===== config.mk =====
export PLATFORM = sky130hd
export DESIGN_NAME = oam_dma
export DESIGN_NICKNAME = d
export VERILOG_FILES = /design/src/rtl/oam_dma.sv
export SDC_FILE = /design/constraint.sdc
export NUM_CORES = 1
export LEC_CHECK = 0
export ABC_AREA = 1
export BUFFER_PORTS_ARGS = -buffer_cell sky130_fd_sc_hd__buf_2
export CAP_MARGIN = 30
export CORE_ASPECT_RATIO = 1.75
export CORE_UTILIZATION = 29
export CTS_CLUSTER_DIAMETER = 200
export DETAILED_ROUTE_END_ITERATION = 8
export GPL_TIMING_DRIVEN = 0
export HOLD_SLACK_MARGIN = 0.06
export PLACE_DENSITY = 0.56
export SETUP_SLACK_MARGIN = 0.5
export SLEW_MARGIN = 15
export SYNTH_ARGS = -nofsm -noshare
export SYNTH_HDL_FRONTEND = slang
export SYNTH_SLANG_ARGS = --single-unit

===== constraint.sdc =====
create_clock -name clk -period 4.6 [get_ports clk]
set_clock_uncertainty 0.1 [all_clocks]
set_input_delay 0 -clock clk [delete_from_list [all_inputs] [get_ports clk]]
set_output_delay 0 -clock clk [all_outputs]
set_load 0.05 [all_outputs]

===== src/rtl/oam_dma.sv =====
// oam_dma: sprite-memory DMA engine on the CPU external bus.
// A CPU write of a page number to TRIGGER_ADDR stalls the CPU. The engine
// then copies {page,00}..{page,FF} to OAM_PORT using alternating get/put
// cycles, and releases the bus when the copy is done.
//
// Stall handshake: rdy=1 lets the CPU run; rdy=0 holds it. While
// dma_active=1 the bus mux must take dma_addr/dma_dout/dma_we in place of
// the CPU pins. dma_active is never 1 in a cycle where rdy=1.
module oam_dma #(
  parameter int                    ADDR_WIDTH   = 16,
  parameter int                    DATA_WIDTH   = 8,
  parameter logic [ADDR_WIDTH-1:0] TRIGGER_ADDR = 16'h4014,
  parameter logic [ADDR_WIDTH-1:0] OAM_PORT     = 16'h2004
) (
  input  logic                  clk,
  input  logic                  reset,
  input  logic [ADDR_WIDTH-1:0] cpu_addr,
  input  logic [DATA_WIDTH-1:0] cpu_dout,
  input  logic                  cpu_we,
  input  logic [DATA_WIDTH-1:0] mem_din,
  output logic                  rdy,
  output logic                  dma_active,
  output logic [ADDR_WIDTH-1:0] dma_addr,
  output logic [DATA_WIDTH-1:0] dma_dout,
  output logic                  dma_we,
  output logic                  dma_done,
  output logic [2:0]            dbg_state,
  output logic [7:0]            dbg_idx
);

  typedef enum logic [2:0] {
    S_IDLE  = 3'd0,
    S_HALT  = 3'd1,
    S_ALIGN = 3'd2,
    S_GET   = 3'd3,
    S_PUT   = 3'd4,
    S_DONE  = 3'd5
  } state_t;

  state_t                r_state;
  state_t                w_state_next;
  logic [DATA_WIDTH-1:0] r_page;
  logic [DATA_WIDTH-1:0] w_page_next;
  logic [7:0]            r_idx;
  logic [7:0]            w_idx_next;
  logic                  r_parity;

  logic                  r_rdy;
  logic                  r_active;
  logic                  r_we;
  logic                  r_done;
  logic [ADDR_WIDTH-1:0] r_addr;
  logic [DATA_WIDTH-1:0] r_dout;

  logic                  w_rdy_next;
  logic                  w_active_next;
  logic                  w_we_next;
  logic                  w_done_next;
  logic [ADDR_WIDTH-1:0] w_addr_next;
  logic                  w_trigger;

  // A trigger is only honoured while idle; the page byte comes from cpu_dout.
  assign w_trigger = cpu_we && (cpu_addr == TRIGGER_ADDR);

  // State register plus transfer bookkeeping; parity free-runs out of reset.
  always_ff @(posedge clk) begin
    if (reset) begin
      r_state  <= S_IDLE;
      r_page   <= '0;
      r_idx    <= '0;
      r_parity <= 1'b0;
    end else begin
      r_state  <= w_state_next;
      r_page   <= w_page_next;
      r_idx    <= w_idx_next;
      r_parity <= ~r_parity;
    end
  end

  // Next-state logic; outputs are decoded from the next state so they are
  // registered yet still line up with the state they belong to.
  always_comb begin
    w_state_next  = r_state;
    w_page_next   = r_page;
    w_idx_next    = r_idx;
    w_rdy_next    = 1'b1;
    w_active_next = 1'b0;
    w_we_next     = 1'b0;
    w_done_next   = 1'b0;
    w_addr_next   = '0;

    case (r_state)
      S_IDLE: begin
        if (w_trigger) begin
          w_page_next  = cpu_dout;
          w_idx_next   = 8'h00;
          w_state_next = S_HALT;
        end
      end
      // parity=1 now means the next cycle is even, so GET can start there.
      S_HALT:  w_state_next = r_parity ? S_GET : S_ALIGN;
      S_ALIGN: w_state_next = S_GET;
      S_GET:   w_state_next = S_PUT;
      S_PUT: begin
        if (r_idx == 8'hFF) begin
          w_state_next = S_DONE;
        end else begin
          w_idx_next   = r_idx + 8'h01;
          w_state_next = S_GET;
        end
      end
      S_DONE:  w_state_next = S_IDLE;
      default: w_state_next = S_IDLE;
    endcase

    case (w_state_next)
      S_HALT: begin
        w_rdy_next = 1'b0;
      end
      S_ALIGN, S_GET: begin
        w_rdy_next    = 1'b0;
        w_active_next = 1'b1;
        w_addr_next   = ADDR_WIDTH'({w_page_next, w_idx_next});
      end
      S_PUT: begin
        w_rdy_next    = 1'b0;
        w_active_next = 1'b1;
        w_we_next     = 1'b1;
        w_addr_next   = OAM_PORT;
      end
      S_DONE: begin
        w_done_next = 1'b1;
      end
      default: begin
        w_rdy_next = 1'b1;
      end
    endcase
  end

  // Output registers; the data latch captures mem_din at the end of GET.
  always_ff @(posedge clk) begin
    if (reset) begin
      r_rdy    <= 1'b1;
      r_active <= 1'b0;
      r_we     <= 1'b0;
      r_done   <= 1'b0;
      r_addr   <= '0;
      r_dout   <= '0;
    end else begin
      r_rdy    <= w_rdy_next;
      r_active <= w_active_next;
      r_we     <= w_we_next;
      r_done   <= w_done_next;
      r_addr   <= w_addr_next;
      if (r_state == S_GET) begin
        r_dout <= mem_din;
      end
    end
  end

  assign rdy        = r_rdy;
  assign dma_active = r_active;
  assign dma_we     = r_we;
  assign dma_done   = r_done;
  assign dma_addr   = r_addr;
  assign dma_dout   = r_dout;
  assign dbg_state  = r_state;
  assign dbg_idx    = r_idx;

endmodule


==> results summary <==
The flow ran to the end, and the final reports show no timing, DRC or antenna violations. The core box area came out at 6960 sq um. For this run, the register share of the synthesized area comes to 0.454. The largest area contributor in the synthesized netlist is sky130_fd_sc_hd__dfxtp_1. The maximum level of the CTS H-tree is 2.

Across the VDD grid, the largest voltage drop is 0.209 mV. The number of global-route vias before repair came out at 1929. From bottom edge to top edge, the die measures 115 microns.

The detailed route wirelength on metal3 came out at 220 microns. The total leakage power is 1.55 nW. For the pin with the worst max-slew slack, the measured transition is 0.464 ns. The maximum fanout encountered on the critical timing path came out at 10. The final weighted congestion of routability-driven global placement is 0.813. Synthesis produced 281 cells. The first-pass GRT wire length is 8680 microns. Clock-pin slew was measured on the worst setup and hold paths at 0.06 ns. The worst endpoint data arrival time is 1.83 ns. The critical register-to-register path endpoint is dma_addr[8]. The half-perimeter wire length after placement is 3880 microns. The number of cells traversed by the worst register-to-register path is 9. The setup slack of the most critical reg-to-reg path is 2.85 ns. STA classifies the critical path endpoint as a register. The synthesized area per cell is 7.53 sq um. The layout filler cell count is 745. The number of setup buffers added after CTS is 0. In the post-synthesis netlist, the cell with the most instances is sky130_fd_sc_hd__dfxtp_1. STA classifies the critical path startpoint as a register.

The setup path with the least slack is of type reg2reg. The number of maximum-capacitance constraint violations came out at 0. The clock insertion delay at the later pin of the skew report is 0.29 ns. The number of antenna cells inserted came out at 0. After detailed routing, the number of remaining DRC violations is 0.

The net count after synthesis came out at 317. Before antenna repair, the detailed router went through 4 iterations. The pin count of the biggest net entering global routing came out at 14.

In the synthesized netlist, the cells that appear most often are 48 x sky130_fd_sc_hd__dfxtp_1, 47 x sky130_fd_sc_hd__inv_1, 46 x sky130_fd_sc_hd__nand2_1. The detailed-route wire length on metal 1 is 1880 microns. The aggregate routed wire length is 5240 microns. The post-route worst setup slack came out at 2.85 ns.

The floorplan row count is 40. The number of vias after detailed routing is 1999. The worst register-to-register path begins at dbg_idx[1]. Of the cells placed in the final design, the portion with a size suffix greater than 1 is 0.299. The combined global-route utilization of all metal layers is 0.154. The count of nets after finishing is 413. After detailed routing, the number of vias per cell comes to 4.33.

The initial utilization of the core area, before any placement, comes to 0.304. Power spread over the standard cell area amounts to 283 nW/um^2. Setup repair after global routing left no endpoint under its margin. Based on the critical path, the design can be clocked at up to 570 MHz. The worst hold path belongs to the class in2reg. The initial antenna violation count came out at 0. The worst pin sits at a relative slew slack of 0.690. Subtracting the final worst setup slack from the clock period gives 1.75 ns. In this run the worst setup path terminates at dma_addr[8]. The most used flip-flop cell after synthesis is sky130_fd_sc_hd__dfxtp_1. The tree is rooted in a sky130_fd_sc_hd__clkbuf_16. The distinct cell type count after synthesis came out at 33. The number of hold violations in the final report came to 0. The met2 wire length is 2970 microns. STA puts the critical path data required time at 4.68 ns. The number of I/O port buffers is 72. The leftover overflow at the end of global routing is 0. The synthesis-to-finish area growth is 37.0%.

The final count of pins violating max slew was 0. The total of endpoints with negative setup slack in the final report is 0. Ranked by total cell area, the synthesized netlist is headed by sky130_fd_sc_hd__dfxtp_1 45%, sky130_fd_sc_hd__inv_1 8.3%, sky130_fd_sc_hd__nand2_1 8.2%, sky130_fd_sc_hd__nor2_1 8.0%, sky130_fd_sc_hd__nand3_1 7.3%. After synthesis the cells add up to 2120 sq um. The final period utilization is 0.381. In this run the deepest clock path goes through 2 buffers.

At the placement stage, the worst setup path has a slack of 2.87 ns. The wire length per cell after detailed routing came out at 11.3 microns. The count of hold-fix buffers inserted at cts is 17.

The post-route antenna net violation count came out at 0. The most critical setup path has its startpoint at dbg_idx[1]. The end-of-flow core utilization is 0.417.

Gates resized during post-CTS repair numbered 0. After the first detailed-routing iteration, the DRC count stood at 59. The area of the die is 7650 sq um. The area share of the largest cell type after synthesis is 0.454. In this run the top signal layer used is met4. TritonCTS created 5 clock buffers. The number of synthesized register bits is 48. 74 I/O pins were placed. TritonCTS built the clock tree.

The clock sink count is 48. The number of enable flip-flop cells after synthesis is 0. The number of warnings printed during yosys synthesis came out at 0. The fraction of registers with async set or reset after synthesis came out at 0. The total negative slack is 0 ns. The horizontal die dimension came out at 66.6 microns.
-- placed cells by master, fill, tap and decap left out --
cell,Yosys,layout
sky130_fd_sc_hd__xor2_1,1,1
sky130_fd_sc_hd__dlygate4sd3_1,0,17
sky130_fd_sc_hd__inv_2,4,4
sky130_fd_sc_hd__o21ai_0,11,11
sky130_fd_sc_hd__and3_1,1,1
sky130_fd_sc_hd__buf_6,1,1
sky130_fd_sc_hd__nand2_1,46,46
sky130_fd_sc_hd__nor2_4,7,7
sky130_fd_sc_hd__clkinv_2,1,1
sky130_fd_sc_hd__a21oi_1,3,3
sky130_fd_sc_hd__nor2_2,7,7
sky130_fd_sc_hd__o21bai_1,1,1
sky130_fd_sc_hd__nand4_1,1,1
sky130_fd_sc_hd__nand4_2,1,1
sky130_fd_sc_hd__a21oi_2,1,1
sky130_fd_sc_hd__inv_1,47,47
sky130_fd_sc_hd__nor3_1,6,6
sky130_fd_sc_hd__o211ai_1,1,1
sky130_fd_sc_hd__nand2_4,2,2
sky130_fd_sc_hd__nor3_4,1,1
sky130_fd_sc_hd__nor2_8,1,1
sky130_fd_sc_hd__clkbuf_8,0,1
sky130_fd_sc_hd__nand2_2,2,2
sky130_fd_sc_hd__dfxtp_1,48,48
sky130_fd_sc_hd__inv_6,1,1
sky130_fd_sc_hd__and2_1,1,1
sky130_fd_sc_hd__clkbuf_16,0,5
sky130_fd_sc_hd__clkbuf_1,1,3
sky130_fd_sc_hd__buf_12,1,1
sky130_fd_sc_hd__o21ai_2,1,1
sky130_fd_sc_hd__nor2_1,45,45
sky130_fd_sc_hd__ha_1,1,1
sky130_fd_sc_hd__buf_2,3,75
sky130_fd_sc_hd__nand3_1,31,31
sky130_fd_sc_hd__o22ai_1,1,1
sky130_fd_sc_hd__nand3_4,1,1
-- logic make-up after synthesis --
| family | count (synthesis) | share of synthesized area |
|---|---|---|
| flops | 48 | 0.454 |
| fa+ha+maj | 1 | 0.00591 |
| compound gates | 19 | 0.0515 |
| simple gates | 153 | 0.364 |
| buf+inv | 59 | 0.121 |
| xor+xnor | 1 | 0.00414 |
-- final cells by class --
class | count | area, sq um | share of cell area
Clock buffer | 8 | 146 | 0.0505
Buffer | 6 | 50.0 | 0.0173
Tap cell | 84 | 105 | 0.0363
Timing Repair Buffer | 89 | 531 | 0.183
Inverter | 53 | 205 | 0.0708
Multi-Input combinational cell | 174 | 900 | 0.310
Sequential cell | 48 | 961 | 0.332
-- state kept, by name, indices dropped and copies added (netlist names) --
signal,cells
dma_we,1
r_page,8
dma_dout,8
r_parity,1
dma_addr,16
dma_done,1
rdy,1
dbg_idx,8
dma_active,1
dbg_state,3
-- metrics by stage --
stage / total power, mW / area [sq um] / std cells / hold slack [ns]
2_1_floorplan: 0.437 / 2120 / 281 / 0.0349
3_3_place_gp: 0.455 / 2580 / 437 / 0.124
3_5_place_dp: 0.455 / 2580 / 437 / 0.134
4_1_cts: 0.835 / 2900 / 462 / 0.0669
5_1_grt: 0.856 / 2900 / 462 / 0.127
6_report: 0.820 / 2900 / 462 / 0.0604
-- worst min path at each step --
stage / start / endpoint / slack, ns / depth (start not counted)
6_report: cpu_we / rdy / 0.06 / 6
2_1_floorplan: mem_din[0] / dma_dout[0] / 0.03 / 2
5_1_grt: cpu_we / rdy / 0.13 / 6
3_5_place_dp: mem_din[3] / dma_dout[3] / 0.13 / 3
3_3_place_gp: mem_din[2] / dma_dout[2] / 0.12 / 3
4_1_cts: cpu_we / rdy / 0.07 / 6
-- per-layer routing --
layer | track usage | vias to the layer above
li1 | - | 1053
met4 | 0.0823 | 0
met5 | 0 | -
met1 | 0.154 | 889
met2 | 0.286 | 50
met3 | 0.0327 | 7
-- worst max-delay path, cell delays in order (launching register included) --
cell and delay (ns):
sky130_fd_sc_hd__dfxtp_1 0.42, sky130_fd_sc_hd__ha_1 0.24, sky130_fd_sc_hd__nand2_2 0.10, sky130_fd_sc_hd__nor2_4 0.16, sky130_fd_sc_hd__nand2_4 0.10, sky130_fd_sc_hd__nand2_4 0.10
sky130_fd_sc_hd__nand3_4 0.09, sky130_fd_sc_hd__inv_6 0.12, sky130_fd_sc_hd__buf_12 0.16, sky130_fd_sc_hd__nor2_2 0.05
-- report_power, final --
group | switching [mW] | internal [mW]
logic | 0.0167 | 0.0232
registers | 0.000289 | 0.416
clock network | 0.147 | 0.217
total | 0.164 | 0.656
(Power assumes the default switching activity.)
